File: src/rtl/insn_fetch.sv
// Instruction fetch: PC, credit-limited imem request port and an in-order
// {insn, pc} buffer feeding the decoder; redirect flushes queued and in-flight words.
module insn_fetch #(
  parameter int unsigned       LEN_INSN = 32,
  parameter int unsigned       LEN_PC   = 32,
  parameter logic [LEN_PC-1:0] RESET_PC = '0,
  parameter int unsigned       QDEPTH   = 2
) (
  input  logic                clk,
  input  logic                rst,
  output logic                imem_req_o,
  output logic [LEN_PC-1:0]   imem_addr_o,
  input  logic                imem_gnt_i,
  input  logic                imem_rvalid_i,
  input  logic [LEN_INSN-1:0] imem_rdata_i,
  output logic [LEN_INSN-1:0] insn_o,
  output logic [LEN_PC-1:0]   pc_o,
  output logic                insn_valid_o,
  input  logic                insn_ready_i,
  input  logic                redirect_i,
  input  logic [LEN_PC-1:0]   redirect_pc_i
);

  localparam int unsigned PW = $clog2(QDEPTH);
  localparam int unsigned CW = $clog2(QDEPTH + 1);
  localparam int unsigned SW = CW + 1;

  logic [LEN_PC-1:0]   pc;
  logic [LEN_PC-1:0]   rpc;
  logic [CW-1:0]       outstanding;
  logic [CW-1:0]       outstanding_nxt;
  logic [CW-1:0]       drop;
  logic [CW-1:0]       count;
  logic [PW-1:0]       head;
  logic [PW-1:0]       tail;
  logic [LEN_INSN-1:0] insn_mem [QDEPTH];
  logic [LEN_PC-1:0]   pc_mem   [QDEPTH];
  logic                rst_state;
  logic                xfer;
  logic                grant;
  logic                ret;
  logic                keep;
  logic [SW-1:0]       credits;

  assign imem_addr_o  = pc;
  assign insn_valid_o = (count != '0);
  assign insn_o       = insn_mem[head];
  assign pc_o         = pc_mem[head];

  // Credits = in-flight + buffered; a same-cycle consume frees one.
  always_comb begin
    xfer            = insn_valid_o & insn_ready_i;
    credits         = SW'(outstanding) + SW'(count) - SW'(xfer);
    imem_req_o      = !rst_state && (credits < SW'(QDEPTH));
    grant           = imem_req_o & imem_gnt_i;
    ret             = imem_rvalid_i & (outstanding != '0);
    keep            = ret & (drop == '0) & !redirect_i;
    outstanding_nxt = outstanding + CW'(grant) - CW'(ret);
  end

  always_ff @(posedge clk or posedge rst) begin
    if (rst) begin
      pc          <= RESET_PC;
      rpc         <= RESET_PC;
      outstanding <= '0;
      drop        <= '0;
      count       <= '0;
      head        <= '0;
      tail        <= '0;
      rst_state   <= 1'b1;
      for (int i = 0; i < int'(QDEPTH); i++) begin
        insn_mem[i] <= '0;
        pc_mem[i]   <= RESET_PC;
      end
    end else begin
      rst_state   <= 1'b0;
      outstanding <= outstanding_nxt;
      if (redirect_i) begin
        // A grant this cycle still issues at the old PC but is counted for discard.
        pc    <= redirect_pc_i;
        rpc   <= redirect_pc_i;
        drop  <= outstanding_nxt;
        count <= '0;
        head  <= '0;
        tail  <= '0;
      end else begin
        if (grant) begin
          pc <= pc + LEN_PC'(1);
        end
        if (ret && (drop != '0)) begin
          drop <= drop - CW'(1);
        end
        if (keep) begin
          insn_mem[tail] <= imem_rdata_i;
          pc_mem[tail]   <= rpc;
          tail           <= tail + PW'(1);
          rpc            <= rpc + LEN_PC'(1);
        end
        if (xfer) begin
          head <= head + PW'(1);
        end
        count <= count + CW'(keep) - CW'(xfer);
      end
    end
  end

endmodule

File: config.mk
export PLATFORM = sky130hd
export DESIGN_NAME = insn_fetch
export DESIGN_NICKNAME = d
export VERILOG_FILES = /design/src/rtl/insn_fetch.sv
export SDC_FILE = /design/constraint.sdc
export NUM_CORES = 1
export LEC_CHECK = 0
export ABC_AREA = 1
export ABC_CLOCK_PERIOD_IN_PS = 16000
export CORE_MARGIN = 3
export CORE_UTILIZATION = 45
export DETAILED_ROUTE_END_ITERATION = 8
export PLACE_DENSITY = 0.68
export SYNTH_ARGS = -nofsm -noshare
export SYNTH_HDL_FRONTEND = slang
export SYNTH_SLANG_ARGS = --single-unit
File: constraint.sdc
create_clock -name clk -period 16 [get_ports clk]
set_input_delay 2.4 -clock clk [delete_from_list [all_inputs] [get_ports clk]]
set_output_delay 2.4 -clock clk [all_outputs]
set_load 0.05 [all_outputs]
==> summary.md, run 1 <==
| Metric | Value |
|---|---|
| Core area | 23,890 sq um |
| CP max stage delay | 0.83 ns |
| Net Count, Synth | 1,508 |
| Max-cap violations | 0 |
| Placer Congestion | 0.9615 |
| Largest net degree at the start of global routing | 157 |
| Clk buf depth | 3 |
| CP required | 13.60 ns |
| Root Driver | clkbuf_16 |
| Max stage delay cell, worst path | clkdlybuf4s50_1 |
| Hold buffers post-CTS | 0 |
| Arr. time, crit path | 4.88 ns |
| FMAX | 0.1374 GHz |
| Die width | 163.2 um |
| Peak supply drop | 0.09302 mV |
| Post-Route Setup TNS | 0 ns |
| Layout fillers | 2,276 |
| Startpoint types | input port |
| DRC viols | 0 |
| Chip height | 163.2 um |
| Latest clock arrival within the worst-skew pair | between 0.5 and 0.6 ns |
| DP Worst Slack | 8.715 ns |
| Most used cell, CP | inv_1 |
| CTS Buf Count | 23 |
| RSZ-0062 raised after global routing | no |
| Vias in the first global route | 9,027 |
| Initial Util | 0.4656 |
| Post-synth design cell area | 11,120 sq um |
| Least-Margin Pin Slew | around 1.1 ns |
| Cell leakage power | around 0.0066 uW |
| Setup WS post-layout | 8.721 ns |
| Crit Path Category | in2out |
| Routed Antenna Nets | 0 |
| Register area share after synthesis | 0.4523 |
| Post-synthesis cell count | 1,429 |
| Setup violators final | 0 |
| Die Area | between 20,000 and 30,000 sq um |
| Post-DR wirelength/cell | 15.08 um |
| All-Layer GR Usage | 0.2155 |
| Fin cells | 1,906 |
| Synth warn | 0 |
| CP Capture Type | primary output |
| H-Tree Depth | 1 |
| Cell row count | 56 |
| Initial antenna violation count | 0 |
| Delay-heaviest family, CP | buffers and inverters |
| Iter 0 DRT Violations | ~680 |
| #FFs+latches synth | 201 |
| Average cell area after synthesis | 7.785 sq um |
| Setup bufs post-CTS | 0 |
| Clock skew | roughly 0.0094 ns |
| Placed Cells | around 1,900 |
| PD cells | 187.8 nW/um^2 |
| Cell breakdown of the critical path | clkdlybuf4s50_1, nand2_1, inv_1, ha_1, inv_1, nand2_1, fa_1, inv_1, nor3_1, clkdlybuf4s50_1 |
| Clock sink count | about 200 |
| GRT overflow | 0 |
| IO Pins | 168 |
| First-pass GRT wire length | 46.88 mm |
| Final Critical Period | 7.279 ns |
| Drt first pass iters | 5 |
| Slew Viols, Final | 0 |
| Area of placed instances | 12,830 sq um |
| Detailed Place HPWL | a little under 20 mm |
| Crit path max fanout | 3 |
| Slew HR | 0.2581 |
| WL final | 28.74 mm |
| Fin. Hold Viols | 0 |
| Design area | between 10,000 and 15,000 sq um |
| Via count | 9,568 |
| Worst Path Buf+Inv | 5 |
| Nets@finish | 1,650 |
| IO buf count | roughly 170 |
| Vias per inst | 5.020 |
| Class of the worst hold path | reg2reg |
| Part of the cycle the worst path needs | 0.4550 |
| Area delta synth->final | 22.44% |
| Diode count | 0 |
| CTS tree | done |
| Cell variety after synth | 45 |
| Status | finished, final reports clean |
| # resized after CTS | 0 |
| Reg clk slew, reported paths | 0.06 ns |
| Layout cells sized above 1 | 0.1204 |
[cells in the mapped netlist, drive strengths merged]
cell | count | area (sq um)
o21a | 1 | 15.01
ha | 8 | 100.1
fa | 1 | 20.02
a31oi | 2 | 12.51
o21ai | 166 | 1187
conb | 1 | 3.750
o221ai | 5 | 43.79
dfrtp | 200 | 5005
nand3b | 1 | 20.02
o31ai | 2 | 15.01
clkbuf | 20 | 75.07
nor3 | 17 | 101.4
xor2 | 10 | 87.58
xnor2 | 6 | 52.55
a21oi | 12 | 60.06
buf | 37 | 357.8
and3 | 2 | 12.51
nor2 | 73 | 372.9
nand2 | 584 | 2256
o211ai | 7 | 52.55
o21bai | 5 | 37.54
inv | 157 | 599.3
nand4 | 15 | 93.84
nand3 | 95 | 508.0
dfstp | 1 | 26.28
o311ai | 1 | 8.760
[report_power, final]
group	switching [uW]	leakage (uW)	internal, uW	total (uW)
logic	814	0.00365	394	1210
registers	124	0.00257	675	799
clock network	211	0.000388	340	551
total	1150	0.00660	1410	2560
[layer usage]
metal / vias to the layer above / wire, um / global-route usage
met4: 0 / 551 / 0.05113
met3: 42 / 1636 / 0.03119
met2: 269 / 12910 / 0.3426
met5: - / 0 / 0
li1: 4813 / - / -
met1: 4444 / 13640 / 0.3131
[per-stage QoR]
| step | power [uW] | utilization | hold slack [ns] |
|---|---|---|---|
| 6_report | 2557 | 0.5701 | 0.4782 |
| 5_1_grt | 2712 | 0.5701 | 0.4962 |
| 4_1_cts | 2579 | 0.5701 | 0.4826 |
| 3_5_place_dp | 2019 | 0.5368 | 0.4670 |
| 3_3_place_gp | 1999 | 0.5368 | 0.4636 |
| 2_1_floorplan | 1651 | - | 0.4534 |
[area by class of cell]
class | count | area, sq um | share of cell area
multi-input combinational | 1014 | 5064 | 0.3718
sequential | 201 | 5032 | 0.3695
timing repair buffer | 174 | 1724 | 0.1266
clock buffer | 32 | 669.4 | 0.04915
inverter | 157 | 606.8 | 0.04455
tap | 319 | 399.1 | 0.02930
clock inverter | 9 | 125.1 | 0.009186
[path summary, 6_finish.rpt]
path | from | end | slack (ns) | depth (start not counted)
max | insn_ready_i | imem_req_o | 8.72 | 10
min | insn_mem[15] | insn_mem[15] | 0.48 | 2
max reg2reg | count[1] | imem_addr_o[4] | 12.82 | 15
min reg2reg | insn_mem[15] | insn_mem[15] | 0.48 | 2
max in group asynchronous | rst | insn_mem[42] | 12.24 | 3
min in group asynchronous | rst | insn_mem[29] | 2.55 | 2
[logic make-up (layout without fill, tap and decap cells)]
kind of cell    Yosys count  after routing  synth area share
buf+inv                 214            372           0.09279
other cells               1              1         0.0003371
xor+xnor                 16             16           0.01260
flops                   201            201            0.4523
fa+ha+maj                 9              9           0.01080
compound gates          201            201            0.1288
simple gates            787            787            0.3024
[flip-flops by register name, indices dropped and copies added, names as in the netlist]
name	cells
count	2
drop	2
head	1
imem_addr_o	32
insn_mem	64
outstanding	2
pc_mem	64
rpc	32
rst_state	1
tail	1
[cell usage in the layout (no fill, tap or decap), drive strengths merged]
master,count
o311ai,1
bufinv,3
clkinv,4
nand3b,1
o21ai,166
buf,7
and3,2
nor3,17
a21oi,12
inv,157
o31ai,2
a31oi,2
clkinvlp,2
conb,1
xnor2,6
xor2,10
nand2,584
nand3,95
o221ai,5
o21a,1
dfrtp,200
o21bai,5
o211ai,7
clkbuf,32
clkdlybuf4s50,167
fa,1
dfstp,1
ha,8
nand4,15
nor2,73
[worst reg2reg max path: stages (launching register included)]
cell and delay, ns:
dfrtp_1 0.39, inv_1 0.09, nand2_1 0.06, nand2_1 0.09, inv_1 0.05, ha_1 0.26, inv_1 0.07, nand2_1 0.06
fa_1 0.48, inv_1 0.06, nor2_2 0.15, nand3b_4 0.14, nand2_1 0.57, inv_2 0.35, nand2_1 0.14, o211ai_1 0.09
No activity file was read; power rests on OpenSTA's default activity.
==> inputs of run 2 (changes only) <==
Settings changed: ABC_CLOCK_PERIOD_IN_PS 16000 to 6500, PLACE_DENSITY 0.68 to 0.71.
Clock period 16 ns to 6.5 ns, I/O delays scaled along.
==> summary.md, run 2 (synthesized netlist as in run 1, its figures left out) <==
| Metric | Value |
|---|---|
| WL final | about 29 mm |
| Class of the worst hold path | reg2reg |
| Crit path max fanout | 3 |
| CP Capture Type | primary output |
| Least-Margin Pin Slew | 1.062 ns |
| Startpoint types | input port |
| Status | finished, final reports clean |
| Slew HR | 0.2917 |
| Diode count | 0 |
| Most used cell, CP | inv_1 |
| RSZ-0062 raised after global routing | no |
| CTS tree | done |
| Latest clock arrival within the worst-skew pair | 0.50 ns |
| # resized after CTS | 0 |
| Clock sink count | 201 |
| Via count | 9,662 |
| Crit Path Category | in2out |
| H-Tree Depth | 1 |
| Largest net degree at the start of global routing | ~160 |
| Detailed Place HPWL | 19.97 mm |
| Root Driver | clkbuf_16 |
| Vias in the first global route | 9,069 |
| Setup violators final | 0 |
| CP max stage delay | 0.83 ns |
| Nets@finish | around 1,700 |
| PD cells | 456.7 nW/um^2 |
| Layout cells sized above 1 | 0.1175 |
| Largest regs | insn_mem x64, pc_mem x64 |
| Final Core Density | 0.5673 |
| Fin. Hold Viols | 0 |
| Chip height | approximately 160 um |
| Arr. time, crit path | ~3.5 ns |
| CP required | 5.52 ns |
| Worst hold start | pc_mem[29] |
| Iter 0 DRT Violations | 827 |
| Core area | 23,890 sq um |
| Most frequent cells in the layout | 572 x nand2_1, 199 x dfrtp_1, 167 x clkdlybuf4s50_1 |
| All-Layer GR Usage | 0.2151 |
| IO buf count | 167 |
| FMAX | 0.2244 GHz |
| Cell breakdown of the critical path | clkdlybuf4s50_1, nand2_1, inv_1, ha_1, inv_1, nand2_1, fa_1, inv_1, nor3_1, clkdlybuf4s50_1 |
| Max-cap violations | 0 |
| Initial Util | 0.4656 |
| Vias per inst | 5.080 |
| Reg clk slew, reported paths | 0.06 ns |
| Slew Viols, Final | 0 |
| DRC viols | 0 |
| Cell row count | 56 |
| Routed Antenna Nets | 0 |
| CTS Buf Count | 23 |
| Clk buf depth | 3 |
| Initial antenna violation count | 0 |
| Most common cell after layout, fill and taps aside | nand2_1 |
| Post-Route Setup TNS | 0 ns |
| Clock skew | 0.02062 ns |
| Hold buffers post-CTS | 0 |
| Worst setup path startpoint | insn_ready_i |
| Peak supply drop | between 0.2 and 0.3 mV |
| Area delta synth->final | 21.84% |
| First-pass GRT wire length | 46.99 mm |
| Max stage delay cell, worst path | clkdlybuf4s50_1 |
| Die Area | between 20,000 and 30,000 sq um |
| Worst R2R Start | count[1] |
| Part of the cycle the worst path needs | 0.6857 |
| Drt first pass iters | 5 |
| Cell leakage power | 0.006576 uW |
| Final Critical Period | 4.457 ns |
| Die width | approximately 160 um |
| IO Pins | between 150 and 200 |
| Post-DR wirelength/cell | between 15 and 20 um |
| GRT overflow | 0 |
| Setup bufs post-CTS | 0 |
| Placer Congestion | 0.9015 |
-- run 2: cell count changes in the layout (fill, tap and decap cells not counted), sizes merged --
cell / before / now
clkbuf: 32 / 31
clkinvlp: 2 / 0
clkinv: 4 / 3
bufinv: 3 / 2
buf: 7 / 8
-- run 2: layout make-up --
class | count | area, sq um
Tap cell | 319 | 399.1
Sequential cell | 201 | 5032
Inverter | 157 | 606.8
Timing Repair Buffer | 175 | 1732
Fill cell | 2217 | 10340
Clock buffer | 31 | 645.6
Clock inverter | 5 | 75.07
Multi-Input combinational cell | 1014 | 5064
-- run 2: routing by layer --
metal  global-route usage  vias up  routed length, um
li1                     -     4804                  -
met1               0.3223     4490              13550
met2               0.3393      327              12750
met3              0.02612       41               1852
met4              0.04037        0                451
met5                    0        -                  0
-- run 2: worst paths after layout --
path,endpoint,slack (ns),depth (start not counted)
worst max-delay path,imem_req_o,2.04,10
worst max register to register,imem_addr_o[30],3.14,16
min in group asynchronous,pc_mem[34],1.15,2
worst min register to register,pc_mem[29],0.48,2
max in group asynchronous,imem_addr_o[7],4.11,3
worst min-delay path,pc_mem[29],0.48,2
-- run 2: critical path, delay by kind of cell --
kind / cells / cell delay, ns
buffers and inverters: 5 / 1.41
adder cells (fa/ha/maj): 2 / 0.75
AND/OR/NAND/NOR: 3 / 0.35
-- run 2: power breakdown --
group          internal, uW  total (uW)  leakage (uW)  switching [uW]
logic                   969        2970       0.00365            2000
clock network           765        1250      0.000357             484
registers              1660        1970       0.00257             309
-- run 2: stage by stage --
step	total power [uW]	hold slack (ns)	cell area, sq um	instances	worst slack, ns
after global placement	4910	0.4633	12830	1866	2.058
after floorplan	4064	0.4534	11120	1429	0.04429
after CTS	6238	0.4817	13550	1902	2.018
after detailed placement	4964	0.4674	12830	1866	2.029
final	6190	0.4785	13550	1902	2.043
after global routing	6581	0.4917	13550	1902	1.918
